==> config.mk <==
export PLATFORM = sky130hd
export DESIGN_NAME = traffic_light_n_phase
export DESIGN_NICKNAME = d
export VERILOG_FILES = /design/src/rtl/traffic_light_n_phase.sv
export SDC_FILE = /design/constraint.sdc
export NUM_CORES = 1
export LEC_CHECK = 0
export BUFFER_PORTS_ARGS = -buffer_cell sky130_fd_sc_hd__buf_2
export CAP_MARGIN = 20
export CORE_ASPECT_RATIO = 1.4
export CORE_MARGIN = 3
export CORE_UTILIZATION = 40
export DETAILED_ROUTE_END_ITERATION = 8
export HOLD_SLACK_MARGIN = 0.1
export SYNTH_ARGS = -nofsm -noshare
export SYNTH_HDL_FRONTEND = slang
export SYNTH_SLANG_ARGS = --single-unit
==> constraint.sdc <==
create_clock -name clk -period 3.45 [get_ports clk]
set_input_delay 0.345 -clock clk [delete_from_list [all_inputs] [get_ports clk]]
set_output_delay 0.345 -clock clk [all_outputs]
set_load 0.02 [all_outputs]
==> src/rtl/traffic_light_n_phase.sv <==
// N-phase round-robin intersection controller with latched pedestrian requests,
// minimum-green early termination and emergency all-red preemption.
module traffic_light_n_phase #(
    parameter int NUM_PHASES    = 4,
    parameter int GREEN_CYC     = 20,
    parameter int MIN_GREEN_CYC = 8,
    parameter int YELLOW_CYC    = 4,
    parameter int ALLRED_CYC    = 2,
    parameter int WALK_CYC      = 4,
    parameter int CNT_W         = 8,
    localparam int PH_W         = $clog2(NUM_PHASES)
) (
    input  logic                  clk,
    input  logic                  rst,
    input  logic [NUM_PHASES-1:0] ped_req,
    input  logic                  emg,
    output logic [NUM_PHASES-1:0] green,
    output logic [NUM_PHASES-1:0] yellow,
    output logic [NUM_PHASES-1:0] red,
    output logic [NUM_PHASES-1:0] walk,
    output logic [PH_W-1:0]       phase,
    output logic [1:0]            state
);

    typedef enum logic [1:0] {
        ST_GREEN    = 2'd0,
        ST_YELLOW   = 2'd1,
        ST_ALLRED   = 2'd2,
        ST_EMG_HOLD = 2'd3
    } state_e;

    localparam logic [CNT_W-1:0] GREEN_LAST  = CNT_W'(GREEN_CYC - 1);
    localparam logic [CNT_W-1:0] MIN_LAST    = CNT_W'(MIN_GREEN_CYC - 1);
    localparam logic [CNT_W-1:0] YELLOW_LAST = CNT_W'(YELLOW_CYC - 1);
    localparam logic [CNT_W-1:0] ALLRED_LAST = CNT_W'(ALLRED_CYC - 1);
    localparam logic [CNT_W-1:0] WALK_LEN    = CNT_W'(WALK_CYC);
    localparam logic [PH_W-1:0]  LAST_PHASE  = PH_W'(NUM_PHASES - 1);

    state_e                  state_q, state_d;
    logic [PH_W-1:0]         cur_q, cur_d;
    logic [CNT_W-1:0]        cnt_q, cnt_d;
    logic [NUM_PHASES-1:0]   ped_pend_q, ped_pend_d;
    logic                    walk_en_q, walk_en_d;

    logic [PH_W-1:0]         nxt_phase;
    logic [NUM_PHASES-1:0]   cur_mask;
    logic                    foreign_req;

    assign nxt_phase   = (cur_q == LAST_PHASE) ? '0 : cur_q + PH_W'(1);
    assign cur_mask    = {{(NUM_PHASES-1){1'b0}}, 1'b1} << cur_q;
    assign foreign_req = |(ped_pend_q & ~cur_mask);

    // NOTE: every variable gets a default at the top of always_comb so no path
    // leaves it unassigned; otherwise synthesis infers a latch.
    always_comb begin
        state_d   = state_q;
        cur_d     = cur_q;
        cnt_d     = cnt_q + CNT_W'(1);
        walk_en_d = walk_en_q;

        // A request for the phase whose crossing is already open is dropped.
        for (int i = 0; i < NUM_PHASES; i++) begin
            ped_pend_d[i] = ped_pend_q[i] |
                            (ped_req[i] & ~(state_q == ST_GREEN && cur_q == PH_W'(i)));
        end

        case (state_q)
            ST_GREEN: begin
                if (emg || cnt_q == GREEN_LAST || (cnt_q >= MIN_LAST && foreign_req)) begin
                    state_d = ST_YELLOW;
                    cnt_d   = '0;
                end
            end
            ST_YELLOW: begin
                if (cnt_q == YELLOW_LAST) begin
                    state_d = ST_ALLRED;
                    cnt_d   = '0;
                end
            end
            ST_ALLRED: begin
                if (cnt_q == ALLRED_LAST) begin
                    cnt_d = '0;
                    if (emg) begin
                        state_d = ST_EMG_HOLD;
                    end else begin
                        state_d               = ST_GREEN;
                        cur_d                 = nxt_phase;
                        walk_en_d             = ped_pend_q[nxt_phase];
                        ped_pend_d[nxt_phase] = 1'b0;
                    end
                end
            end
            default: begin
                cnt_d = '0;
                if (!emg) state_d = ST_ALLRED;
            end
        endcase
    end

    // NOTE: sequential state uses non-blocking assignments so every register
    // samples the pre-edge values regardless of statement order.
    always_ff @(posedge clk or negedge rst) begin
        if (!rst) begin
            state_q    <= ST_ALLRED;
            cur_q      <= LAST_PHASE;
            cnt_q      <= '0;
            ped_pend_q <= '0;
            walk_en_q  <= 1'b0;
        end else begin
            state_q    <= state_d;
            cur_q      <= cur_d;
            cnt_q      <= cnt_d;
            ped_pend_q <= ped_pend_d;
            walk_en_q  <= walk_en_d;
        end
    end

    // Lamps decode from registers only, so async reset reaches them at once.
    assign green  = (state_q == ST_GREEN)  ? cur_mask : '0;
    assign yellow = (state_q == ST_YELLOW) ? cur_mask : '0;
    assign red    = ~(green | yellow);
    assign walk   = (state_q == ST_GREEN && walk_en_q && cnt_q < WALK_LEN) ? cur_mask : '0;
    assign phase  = cur_q;
    assign state  = state_q;

endmodule

Word level (Yosys, flattened, before mapping)
Index checks and enable logic that the tools add are counted.
{"block": "word_totals", "word_cells": 79, "register_bits": 17}
{"block": "op_classes", "order_cmp": 4, "eq_ne": 12, "n_reduce_logical": 15, "n_bitwise": 19, "mux": 21, "addsub": 2, "n_shift": 1}
{"op": "2-to-1 mux 4 bit", "n": 6}
{"op": "2-to-1 mux 8 bit", "n": 3}
{"op": "one-hot mux 8 bit (3 select lines)", "n": 1}
{"op": "2-to-1 mux 2 bit", "n": 6}
{"op": "inverter 4 bit", "n": 3}
{"op": "adder 8 x 1 -> 8 bit, second input constant", "n": 1}
{"op": "bitwise AND 4 bit", "n": 2}
{"op": "equality test 8 x 1 -> 1 bit, second input constant", "n": 1}
{"op": "equality test 8 x 2 -> 1 bit, second input constant", "n": 1}
{"op": "equality test 8 x 5 -> 1 bit, second input constant", "n": 1}
{"op": ">= comparator 8 x 3 -> 1 bit, second input constant", "n": 1}
{"op": "logical AND 1 bit", "n": 8}
{"op": "less-than comparator 8 x 3 -> 1 bit, second input constant", "n": 1}
{"op": "equality test 2 bit, second input constant", "n": 3}
{"op": "one-hot mux 2 bit (3 select lines)", "n": 1}
{"op": "inverter 1 bit", "n": 5}
{"op": "bitwise AND 1 bit", "n": 4}
{"op": "equality test 2 x 1 -> 1 bit, second input constant", "n": 2}
{"op": "logical NOT 2 bit", "n": 2}
{"op": "!= test 2 bit, second input constant", "n": 2}
{"op": "!= test 4 x 1 -> 1 bit, second input constant", "n": 1}
{"op": "bitwise OR 1 bit", "n": 4}
{"op": "bitwise OR 4 bit", "n": 1}
{"op": "AND reduction 4 bit", "n": 1}
{"op": "11 further kinds", "n": 13}

Longest topological paths before layout
{"block": "logic_depth", "word_depth": 11, "depth_mapped": 7, "depth_no_buf": 7}

Worst setup path before layout
No wires, ideal clock.
{"block": "synth_path", "path_kind": "reg-to-reg", "start": "register cur_q[0] (netlist: phase[0])", "end": "register state_q[1] (netlist: state[1])", "path_buffers": 0, "required_ns": 3.361, "arrival_ns": 1.900, "path_slack_ns": 1.461, "period_less_slack_ns": 1.989, "path_stages_with_launch": 7, "cell_sequence": "dfstp_2 -> ha_1 -> nand2b_1 -> o2111ai_1 -> a2111oi_4 -> nor3_2 -> nor4b_2"}
{"block": "synth_between", "elab_chain_cells": 8}
{"item": "from (decl)", "line": "40", "source": "logic [PH_W-1:0] cur_q, cur_d;"}
{"item": "from (signal assigned)", "line": "111", "source": "cur_q <= cur_d;"}
{"item": "<< shifter 1 x 2 -> 4 bit", "line": "50", "source": "assign cur_mask = {{(NUM_PHASES-1){1'b0}}, 1'b1} << cur_q;"}
{"item": "inverter 4 bit", "line": "51", "source": "assign foreign_req = |(ped_pend_q & ~cur_mask);"}
{"item": "bitwise AND 4 bit", "line": "51"}
{"item": "OR reduction 4 bit", "line": "51"}
{"item": "logical AND 1 bit", "line": "69", "source": "if (emg || cnt_q == GREEN_LAST || (cnt_q >= MIN_LAST && foreign_req)) begin"}
{"item": "logical OR 1 bit", "line": "69"}
{"item": "!= test 2 x 1 -> 1 bit (no line)"}
{"item": "AND reduction 4 bit (no line)"}
{"item": "to (signal assigned)", "line": "110", "source": "state_q <= state_d;"}
{"item": "to (decl)", "line": "39", "source": "state_e state_q, state_d;"}
Every way passes these cells.
A chain may end at the register's enable or synchronous reset.

Final worst setup path
{"block": "layout_path", "start": "register state_q[1] (netlist: state[1])", "end": "output walk[3]"}
{"block": "layout_between", "elab_chain_cells": 4}
{"item": "logical NOT 2 bit", "line": "122", "source": "assign walk = (state_q == ST_GREEN && walk_en_q && cnt_q < WALK_LEN) ? cur_mask : '0;"}
{"item": "logical AND 1 bit (2 in series)", "line": "122"}
{"item": "2-to-1 mux 4 bit", "line": "122"}
{"item": "to (decl)", "line": "20", "source": "output logic [NUM_PHASES-1:0] walk,"}
Every way passes these cells.

==> results.py <==
metrics = {
    "synthesis": {
        "synth_top_area_share_pct": 30.6,
        "syn_inst": 122,
        "yosys_warnings": 0,
        "synth_edf_count": 0,
        "ys_types": 34,
        "avgSynthCellArea_um2": 9.37,
        "yosysTopAreaCell": "dfrtp_1",
        "synthFlopType": "dfrtp_1",
        "synthTopCellsByArea": "dfrtp_1 31%, ha_1 11%, dfstp_2 6.9%",
        "syn_nets": 139,
        "ys_seq_elements": 17,
        "ys_seq_area_share_pct": 37.5,
        "synth-async-reset-ratio_pct": 100,
        "syn_area_um2": 1140,
    },
    "sta": {
        "tightestPinTransition_ps": 572,
        "finalCriticalPeriod_ps": 2190,
        "setup-violations-final": 0,
        "slew_headroom_pct": 61.7,
        "fin_crit_sh_pct": 63.4,
        "fmax_mhz": 457,
        "hold_violations": 0,
        "fin_tns_setup_ps": 0,
        "rsz0062_at_grt": "no",
        "clock-skew-final_ps": 2.80,
        "slew_viol_final": 0,
        "holdWs_ps": 338,
    },
    "floorplan": {
        "io_pins": 27,
        "start_util_pct": 42.8,
        "die_w_um": 51.2,
        "core_area_um2": 2670,
        "die_h_um": 69.3,
        "row_count": 22,
        "dieArea_um2": 3550,
    },
    "layout": {
        "layout_commonest_cell": "buf_2",
        "final_area_um2": 1350,
        "final_nets": 170,
        "syn_to_final_growth_pct": 18.2,
        "layout_common_cells": "26 x buf_2, 15 x nor2_1, 14 x dfrtp_1",
        "n_antenna_cell": 0,
        "drive_gt1_share_pct": 29.6,
    },
    "setup_path": {
        "cp-end-kind": "output pin",
        "cp_data_arrival_time_ps": 1840,
        "critPathKind": "reg -> out",
        "critPathMaxFanout": 7,
        "reg2regPathDepth": 6,
        "critPathRequiredTime_ps": 3110,
        "startpoint_type": "flip-flop",
    },
    "clock_network": {
        "post_cts_buffers": 0,
        "cts_buffer_depth": 2,
        "cts_resized": 0,
        "cts_tree": "built",
        "insertion_delay_ps": 290,
        "path_clk_slew_ps": 100,
        "numCtsBuffers": 3,
        "h-tree-depth": 1,
        "cts-root-buf": "clkbuf_4",
        "hold_buffers": 1,
        "clock-sinks": 17,
    },
    "detailed_routing": {
        "wl_per_cell_um": 12.2,
        "drt_first_pass_iters": 4,
        "vias": 966,
        "dr.first_iter.drc_count": 16,
        "drcViolationCount": 0,
        "vias_per_cell": 5.14,
        "ant_nets": 0,
        "drt-total-wl_um": 2290,
    },
    "placement": {
        "hpwl_um": 1830,
        "place_area_um2": 1320,
        "place_congestion": 0.764,
        "io_buffers": 26,
    },
    "run": {
        "maxCapViolCount": 0,
    },
    "power_and_ir_drop": {
        "power.density_nw_per_um2": 759,
        "leakage_nw": 0.669,
        "max-vdd-ir-drop_uv": 380,
    },
    "grt": {
        "grt_max_degree": 18,
        "grt_pass1_vias": 892,
        "overflow": 0,
        "grt_use_total_pct": 14.0,
        "antenna_found_initial": 0,
        "grt_pass1_wl_um": 3870,
    },
    "worst_hold_path": {
        "hold_path.class": "in -> reg",
        "min_delay_path_depth": 3,
    },
    "outcome": {
        "status": "finished clean",
    },
}
==> worst max-delay path, cell delays in order (launching register included) <==
cell and delay, ps:
dfstp_2 590, inv_1 100, ha_1 300, and4_2 270, and2_1 150, buf_2 150
==> synthesized netlist by cell type (2+ instances only) <==
master and count:
nand3_1 4, or3_1 2, xnor2_1 3, o21ai_0 4, and2_1 8, dfrtp_1 14
nor2_1 15, a21oi_1 9, xor2_1 3, ha_1 10, and4_2 2, nand2_1 9
inv_1 13, nand4_1 2, dfstp_2 3, nand2b_1 3
==> cell families (layout without fill, tap and decap cells) <==
kind of cell,count (synthesis),in the layout,share of synthesized area (%)
adder cells (fa/ha/maj),10,10,10.9
multiplexers,2,2,2.95
flip-flops,17,17,37.5
buffers and inverters,14,44,4.60
AO/OA/AOI/OAI,19,19,11.8
AND/OR/NAND/NOR,54,54,27.6
XOR/XNOR,6,6,4.60
==> metrics by stage <==
step / instances / utilization (%) / total power, mW / worst slack (ps)
global route: 188 / 50.6 / 1.11 / 1170
global placement: 183 / 49.3 / 0.922 / 1450
finish: 188 / 50.6 / 1.03 / 1260
floorplan: 122 / - / 0.757 / 1460
detailed placement: 183 / 49.3 / 0.932 / 1360
CTS: 188 / 50.6 / 1.04 / 1240
==> worst paths after layout <==
check | from | endpoint | slack (ps)
max in group asynchronous | rst | phase[0]$_DFFE_PN1P_ | 2630
min | ped_req[3] | ped_pend_q[3]$_DFF_PN0_ | 340
max | state[1]$_DFFE_PN1P_ | walk[3] | 1260
max reg2reg | phase[0]$_DFFE_PN1P_ | state[1]$_DFFE_PN1P_ | 1360
min reg2reg | walk_en_q$_DFFE_PN0P_ | walk_en_q$_DFFE_PN0P_ | 510
min in group asynchronous | rst | cnt_q[1]$_DFF_PN0_ | 500
==> state kept, by name, summed over array words and instances, names as in the netlist <==
register,count
cnt_q,8
phase,2
ped_pend_q,4
walk_en_q,1
state,2
==> where the power goes <==
part,internal [mW],leakage [nW],switching (mW)
clock,0.0449,0.0150,0.0613
sequential,0.260,0.199,0.0513
combinational,0.231,0.455,0.378
==> cell type report <==
type | instances | area (um2)
fillers | 261 | 1320
repair buffers | 27 | 140
inverters | 13 | 48.8
well taps | 36 | 45.0
flip-flops and latches | 17 | 429
multi-input cells | 91 | 662
clock buffers | 4 | 26.3
==> per-layer routing <==
metal	track usage, %	up-vias	part of all wire, %
met2	24.8	30	51
met3	2.15	4	6.3
met5	0	-	0
met1	16.4	454	41
met4	5.39	0	1.4
li1	-	478	-
No activity file was read; power rests on OpenSTA's default activity.
